--- src/rtl/tick_scheduler.sv ---
// Single-clock rate controller: a shared prescaler makes a base tick, and N_CH channels
// divide it by runtime-programmable divisors into one-cycle enable ticks.
module tick_scheduler #(
  parameter int PRESCALE = 50000,
  parameter int N_CH     = 4,
  parameter int DIV_W    = 16
) (
  input  logic                    clk,
  input  logic                    rst,
  input  logic                    run,
  input  logic                    cfg_valid,
  output logic                    cfg_ready,
  input  logic [$clog2(N_CH)-1:0] cfg_ch,
  input  logic [DIV_W-1:0]        cfg_div,
  output logic                    active,
  output logic                    base_tick,
  output logic [N_CH-1:0]         tick
);

  localparam int CH_W = $clog2(N_CH);
  localparam int P_W  = (PRESCALE > 1) ? $clog2(PRESCALE) : 1;
  localparam logic [P_W-1:0] P_LAST = P_W'(PRESCALE - 1);

  typedef enum logic [1:0] {
    S_IDLE = 2'd0,
    S_RUN  = 2'd1,
    S_HOLD = 2'd2
  } state_t;

  state_t state, state_nxt;
  logic   xfer;
  logic   e_base;

  logic [P_W-1:0]   p;
  logic [DIV_W-1:0] div_q [N_CH];
  logic [DIV_W-1:0] cnt_q [N_CH];
  logic [N_CH-1:0]  en_q;
  logic [N_CH-1:0]  wr_ch;
  logic [N_CH-1:0]  hit_ch;

  always_ff @(posedge clk or negedge rst) begin
    if (!rst) state <= S_IDLE;
    else      state <= state_nxt;
  end

  // HOLD lasts exactly one cycle, which caps writes at one per two cycles.
  always_comb begin
    state_nxt = state;
    case (state)
      S_IDLE, S_RUN: state_nxt = xfer ? S_HOLD : (run ? S_RUN : S_IDLE);
      S_HOLD:        state_nxt = run ? S_RUN : S_IDLE;
      default:       state_nxt = S_IDLE;
    endcase
  end

  always_comb begin
    cfg_ready = (state != S_HOLD);
    xfer      = cfg_valid & cfg_ready;
  end

  assign e_base = active && (p == P_LAST);

  always_comb begin
    wr_ch  = '0;
    hit_ch = '0;
    for (int i = 0; i < N_CH; i++) begin
      wr_ch[i]  = xfer && (cfg_ch == CH_W'(i));
      hit_ch[i] = e_base && en_q[i] && (cnt_q[i] == div_q[i] - DIV_W'(1));
    end
  end

  always_ff @(posedge clk or negedge rst) begin
    if (!rst) begin
      active    <= 1'b0;
      base_tick <= 1'b0;
      p         <= '0;
    end else begin
      active    <= run;
      base_tick <= e_base;
      if (!run)        p <= '0;
      else if (e_base) p <= '0;
      else if (active) p <= p + P_W'(1);
    end
  end

  // A configuration write wins over a same-cycle base event on its channel.
  always_ff @(posedge clk or negedge rst) begin
    if (!rst) begin
      for (int i = 0; i < N_CH; i++) begin
        div_q[i] <= '0;
        cnt_q[i] <= '0;
      end
      en_q <= '0;
      tick <= '0;
    end else begin
      tick <= hit_ch & ~wr_ch;
      for (int i = 0; i < N_CH; i++) begin
        if (wr_ch[i]) begin
          div_q[i] <= cfg_div;
          en_q[i]  <= (cfg_div != '0);
        end
        if (!run || wr_ch[i])        cnt_q[i] <= '0;
        else if (hit_ch[i])          cnt_q[i] <= '0;
        else if (e_base && en_q[i])  cnt_q[i] <= cnt_q[i] + DIV_W'(1);
      end
    end
  end

endmodule
--- config.mk ---
export PLATFORM = sky130hd
export DESIGN_NAME = tick_scheduler
export DESIGN_NICKNAME = d
export VERILOG_FILES = /design/src/rtl/tick_scheduler.sv
export SDC_FILE = /design/constraint.sdc
export NUM_CORES = 1
export LEC_CHECK = 0
export CAP_MARGIN = 15
export CORE_ASPECT_RATIO = 1.75
export CORE_MARGIN = 10
export CORE_UTILIZATION = 51
export DETAILED_ROUTE_END_ITERATION = 8
export HOLD_SLACK_MARGIN = 0.08
export PLACE_DENSITY = 0.77
export SLEW_MARGIN = 20
export SYNTH_ARGS = -nofsm -noshare
export SYNTH_HDL_FRONTEND = slang
export SYNTH_SLANG_ARGS = --single-unit
--- constraint.sdc ---
create_clock -name clk -period 4 [get_ports clk]
set_input_delay 1 -clock clk [delete_from_list [all_inputs] [get_ports clk]]
set_output_delay 1 -clock clk [all_outputs]
set_load 0.02 [all_outputs]
[After elaboration in Yosys (flattened, before gate mapping)]
Index checks and enable logic that the tools add are counted.
Storage, ports and cells
  bits in registers: 156
  input port bits: 22
Operators by class
  $add $sub $neg: 9
  equal/unequal tests: 12
  multiplexer cells: 18
  bitwise operators: 3
  reduce and logical (&&, ||, !) cells: 26
Operators by type and width (number)
  16-bit two-way mux: 15
  16-bit by 1-bit adder with 16-bit output (second input constant): 5
  16-bit equality test: 4
  16-bit by 1-bit subtractor with 16-bit output (second input constant): 4
  16-bit equality test (second input constant): 1
  16-bit nonzero test: 1
  1-bit logical AND: 13
  3-bit nonzero test: 4
  2-bit equality test (second input constant): 3
  4-bit AND: 1
  2-bit by 1-bit equality test with 1-bit output (second input constant): 2
  2-bit zero test: 2
  1-bit logical OR: 4
  4-bit NOT: 1
  2-bit one-hot mux with 2 select lines: 1
  3-bit by 1-bit inequality test with 1-bit output (second input constant): 1
  2-bit two-way mux: 1
  2-bit inequality test (second input constant): 1
  2-bit OR reduction: 1
  1-bit AND: 1
  1-bit zero test: 1
  1-bit two-way mux: 1

[Depth between registers and ports, before layout]
  word-level depth: 6
  depth in mapped cells: 12
  depth with buffers taken out: 10

[Least setup slack after synthesis]
Ideal clock, no wire load.
  path type: register to register
  start: register div_q[0] (netlist bit)
  end: register cnt_q[14] (netlist bit)
  arrival time: 2742 ps
  required time: 3873 ps
  path slack: 1131 ps
  cell stages (with the launch flop): 12
  buffers on the path: 1
  period minus slack after synthesis: 2869 ps
  path through: dfrtp_1 -> inv_1 -> ha_1 -> nor4b_2 -> a31oi_1 -> or4_1 -> or4_1 -> nor4_1 -> or2_1 -> buf_6 -> o2bb2a_1 -> o41ai_1
Between the ends
  longest elaborated chain between the ends: 5
  elaborated cells on any way between the ends: 6
  classes of those cells: 1 x add/sub; 1 x eq/ne; 2 x mux; 2 x reduce/logical
RTL lines
  start, declared: RTL line 35  | logic [DIV_W-1:0] div_q [N_CH];
  start signal, assigned by index: RTL line 99  | div_q[i] <= cfg_div;
  16-bit by 1-bit subtractor with 16-bit output (*): RTL line 68  | hit_ch[i] = e_base && en_q[i] && (cnt_q[i] == div_q[i] - DIV_W'(1));
  16-bit equality test (*): RTL line 68
  1-bit logical AND (*): RTL line 68
  16-bit two-way mux: RTL line 103  | else if (hit_ch[i]) cnt_q[i] <= '0;
  16-bit two-way mux: RTL line 102  | if (!run || wr_ch[i]) cnt_q[i] <= '0;
  end signal, assigned by index: RTL line 104  | else if (e_base && en_q[i]) cnt_q[i] <= cnt_q[i] + DIV_W'(1);
  end, declared: RTL line 36  | logic [DIV_W-1:0] cnt_q [N_CH];
Mark *: on every way between the ends. The rest lies on a longest branch, timed or not.
A chain may end at the register's enable or synchronous reset.

[Final worst setup path]
  start: register div_q[16] (netlist bit)
  end: register cnt_q[25] (netlist bit)
Same word-level chain as after synthesis.

==> results.md <==
* Clk_lat worst skew at 430 ps
* Crit path DAT at 3820 ps
* Post-CTS Resized at 0
* Top cells by area, synth: dfrtp_1 42%, mux2_2 8.3%, xnor2_1 6.6%, xor2_1 5.8%, nor2_1 4.2%
* Largest net degree at the start of global routing at 89
* Post-synth top flop: dfrtp_1
* Worst Path Buf+Inv at 1
* Number of synthesized flops with an enable pin at 0
* Area share of the largest cell type after synthesis at 42.4%
* DR pass1 iterations at 7
* Mapped Cells at 947
* Core area at 17900 µm²
* Worst slew margin at 45.7%
* Worst reg2reg path depth at 10
* Largest stage delay, worst path at 660 ps
* Number of hold buffers added after cts at 0
* Share of flip-flops with an asynchronous set or reset at 100%
* Num ports at 29
* Critical Path RT at 4360 ps
* Status: finished clean
* Slowest-stage cell, CP: or4b_2
* Critical path's most frequent cell: mux2i_1
* Path type of the worst setup path: flop to flop
* Worst-path clk slew at 70 ps
* H-tree levels at 4
* Initial antenna violation count at 0
* Slew @ Worst Pin at 815 ps
* Post-Syn Area at 9210 µm²
* DR WL/cell at 18.9 µm
* Achievable frequency at 289 MHz
* Nature of the critical path endpoint: flop
* CTS tree: done
* Hold Path Class: flop to flop
* Worst path cell trace: inv_1, ha_1, or4b_2, nor3_1, mux2i_1, mux2i_1, a22oi_1, nand4b_1, nand3_2, nor2_1
* Clock period minus worst slack at 3470 ps
* Row count at 65
* Number of remaining DRC errors at 0
* Area of the multi-input gates at 5080 µm²
* Die Area at 24000 µm²
* Maximum vdd drop at 0.334 mV
* Finished Core Util at 58.2%
* CTS buffer count at 17
* GR Overflow Total at 0
* Yosys top cell by area: dfrtp_1
* Worst path top cell family by delay: simple AND/OR/NAND/NOR gates
* CP Depth at 10
* Max Slew Vio Count at 0
* Pwr/cell area at 439 nW/µm²
* Chip height at 198 µm
* Initial core utilization at 51.5%
* Most common cell in the netlist: dfrtp_1
* RSZ-0062 raised after global routing: false
* Clock Path Buffers at 2
* Max_cap viols at 0
* Clock skew at 9.73 ps
* Register Area at 3900 µm²
* Vias in the first global route at 7775
* Yosys warnings at 0
* Lkg Pwr at 4.20 nW
* Post-DRT Antenna Nets at 0
* Overall via count from detail_route at 7441
* Total Nets Final at 1009
* Fin crit share at 86.6%
* Post-DP HPWL at 16700 µm
* Setup Slack @ Placement at 644 ps
* Ratio of cells with drive above 1 in the final layout at 14.2%
* Routability congestion estimate at 0.938
* Synth cell types at 71
* Syn avg cell area at 9.73 µm²
* Fill count at 1503
* Setup violations, final at 0
* Via/cell ratio at 6.07
* Die width at 122 µm
* Initial DRC Count at 623
* Post-DP Area at 9790 µm²
* Total chip power at 4.57 mW
* # port buffers at 28
* Setup TNS at 0 ps
* Final worst setup slack at 535 ps
* # diodes at 0
* Hold Path Depth at 1
* Area growth from synthesis to layout at 13.1%
* Root buffer cell: clkbuf_16
* Sequential area share after synthesis at 42.4%
* Synthesis-stage register bit count at 156
* Clk sink count at 156
* Post-Syn Nets at 978
* First-pass GRT wire length at 38600 µm
* CP Max Fanout at 10
* Total global-route track usage at 20.0%
* Type of origin of the critical path: flop
* Post-synth top cells: 156 x dfrtp_1, 104 x nor2_1, 69 x xnor2_1
* Post-CTS Setup Repair Bufs at 0
* Design Area, Final at 10400 µm²
* Final Hold Viols at 0
* Post-Route WL at 23100 µm
[power by group]
| part | total, mW | switching [mW] | internal, mW |
|---|---|---|---|
| clock | 1.74 | 0.730 | 1.01 |
| sequential | 1.98 | 0.248 | 1.73 |
| combinational | 0.855 | 0.437 | 0.418 |
[final timing paths]
path                                  startpoint                     to  slack (ps)
max                        div_q[16]$_DFFE_PN0P_  cnt_q[25]$_DFFE_PN0P_         530
min                           state[0]$_DFF_PN0_     state[0]$_DFF_PN0_         460
max reg2reg                div_q[16]$_DFFE_PN0P_  cnt_q[25]$_DFFE_PN0P_         530
min reg2reg                   state[0]$_DFF_PN0_     state[0]$_DFF_PN0_         460
max in group asynchronous                    rst  div_q[20]$_DFFE_PN0P_        2580
min in group asynchronous                    rst  cnt_q[34]$_DFFE_PN0P_         620
[sequential cells by signal, summed over array words and instances, names as in the netlist]
name       count
active         1
div_q         64
tick           4
state          2
cnt_q         64
p             16
base_tick      1
en_q           4
[logic make-up after synthesis]
group,after synthesis,share of synthesized area [%]
adder cells (fa/ha/maj),9,1.22
buffers and inverters,56,2.55
XOR/XNOR,130,12.4
AND/OR/NAND/NOR,411,24.2
multiplexers,74,8.96
flip-flops,156,42.4
AO/OA/AOI/OAI,111,8.27
[layer usage]
metal / up-vias / global-route usage [%] / wire length [µm]
met3: 86 / 3.48 / 861
met2: 204 / 36.1 / 12300
met4: 0 / 12.9 / 1270
met5: - / 0 / 0
met1: 3676 / 20.7 / 8700
li1: 3475 / - / -
[metrics by stage]
step | hold slack (ps) | cells
final | 462 | 1225
after global routing | 487 | 1225
after CTS | 463 | 1225
after detailed placement | 451 | 1193
after global placement | 452 | 1193
after floorplan | 431 | 947
[area by class of cell]
cell class | instances | area share, %
clock buffers | 17 | 4.08
flip-flops and latches | 156 | 37.5
inverters | 22 | 0.793
clock inverters | 15 | 1.96
well taps | 234 | 2.81
repair buffers | 46 | 4.12
multi-input cells | 735 | 48.8
[cells in the final DEF, fill, tap and decap left out, drive strengths merged, types with 5 or more instances in the layout]
cell           instances
a21oi                 22
a22oi                  6
a31oi                  5
and2                   5
and3                  22
and4                   6
buf                   19
clkbuf                17
clkdlybuf4s50         27
dfrtp                156
ha                     9
inv                   29
mux2                  68
mux2i                  6
nand2                 70
nand2b                10
nand3                 44
nand3b                 8
nand4                 29
nand4b                 9
nor2                 104
nor2b                  9
nor3                  26
nor3b                  8
nor4                  28
nor4b                  5
o21ai                 23
o31ai                  8
o41ai                  5
or2                    6
or3                    7
or4                    5
or4b                   5
xnor2                 69
xor2                  61
No activity file was read; power rests on OpenSTA's default activity.
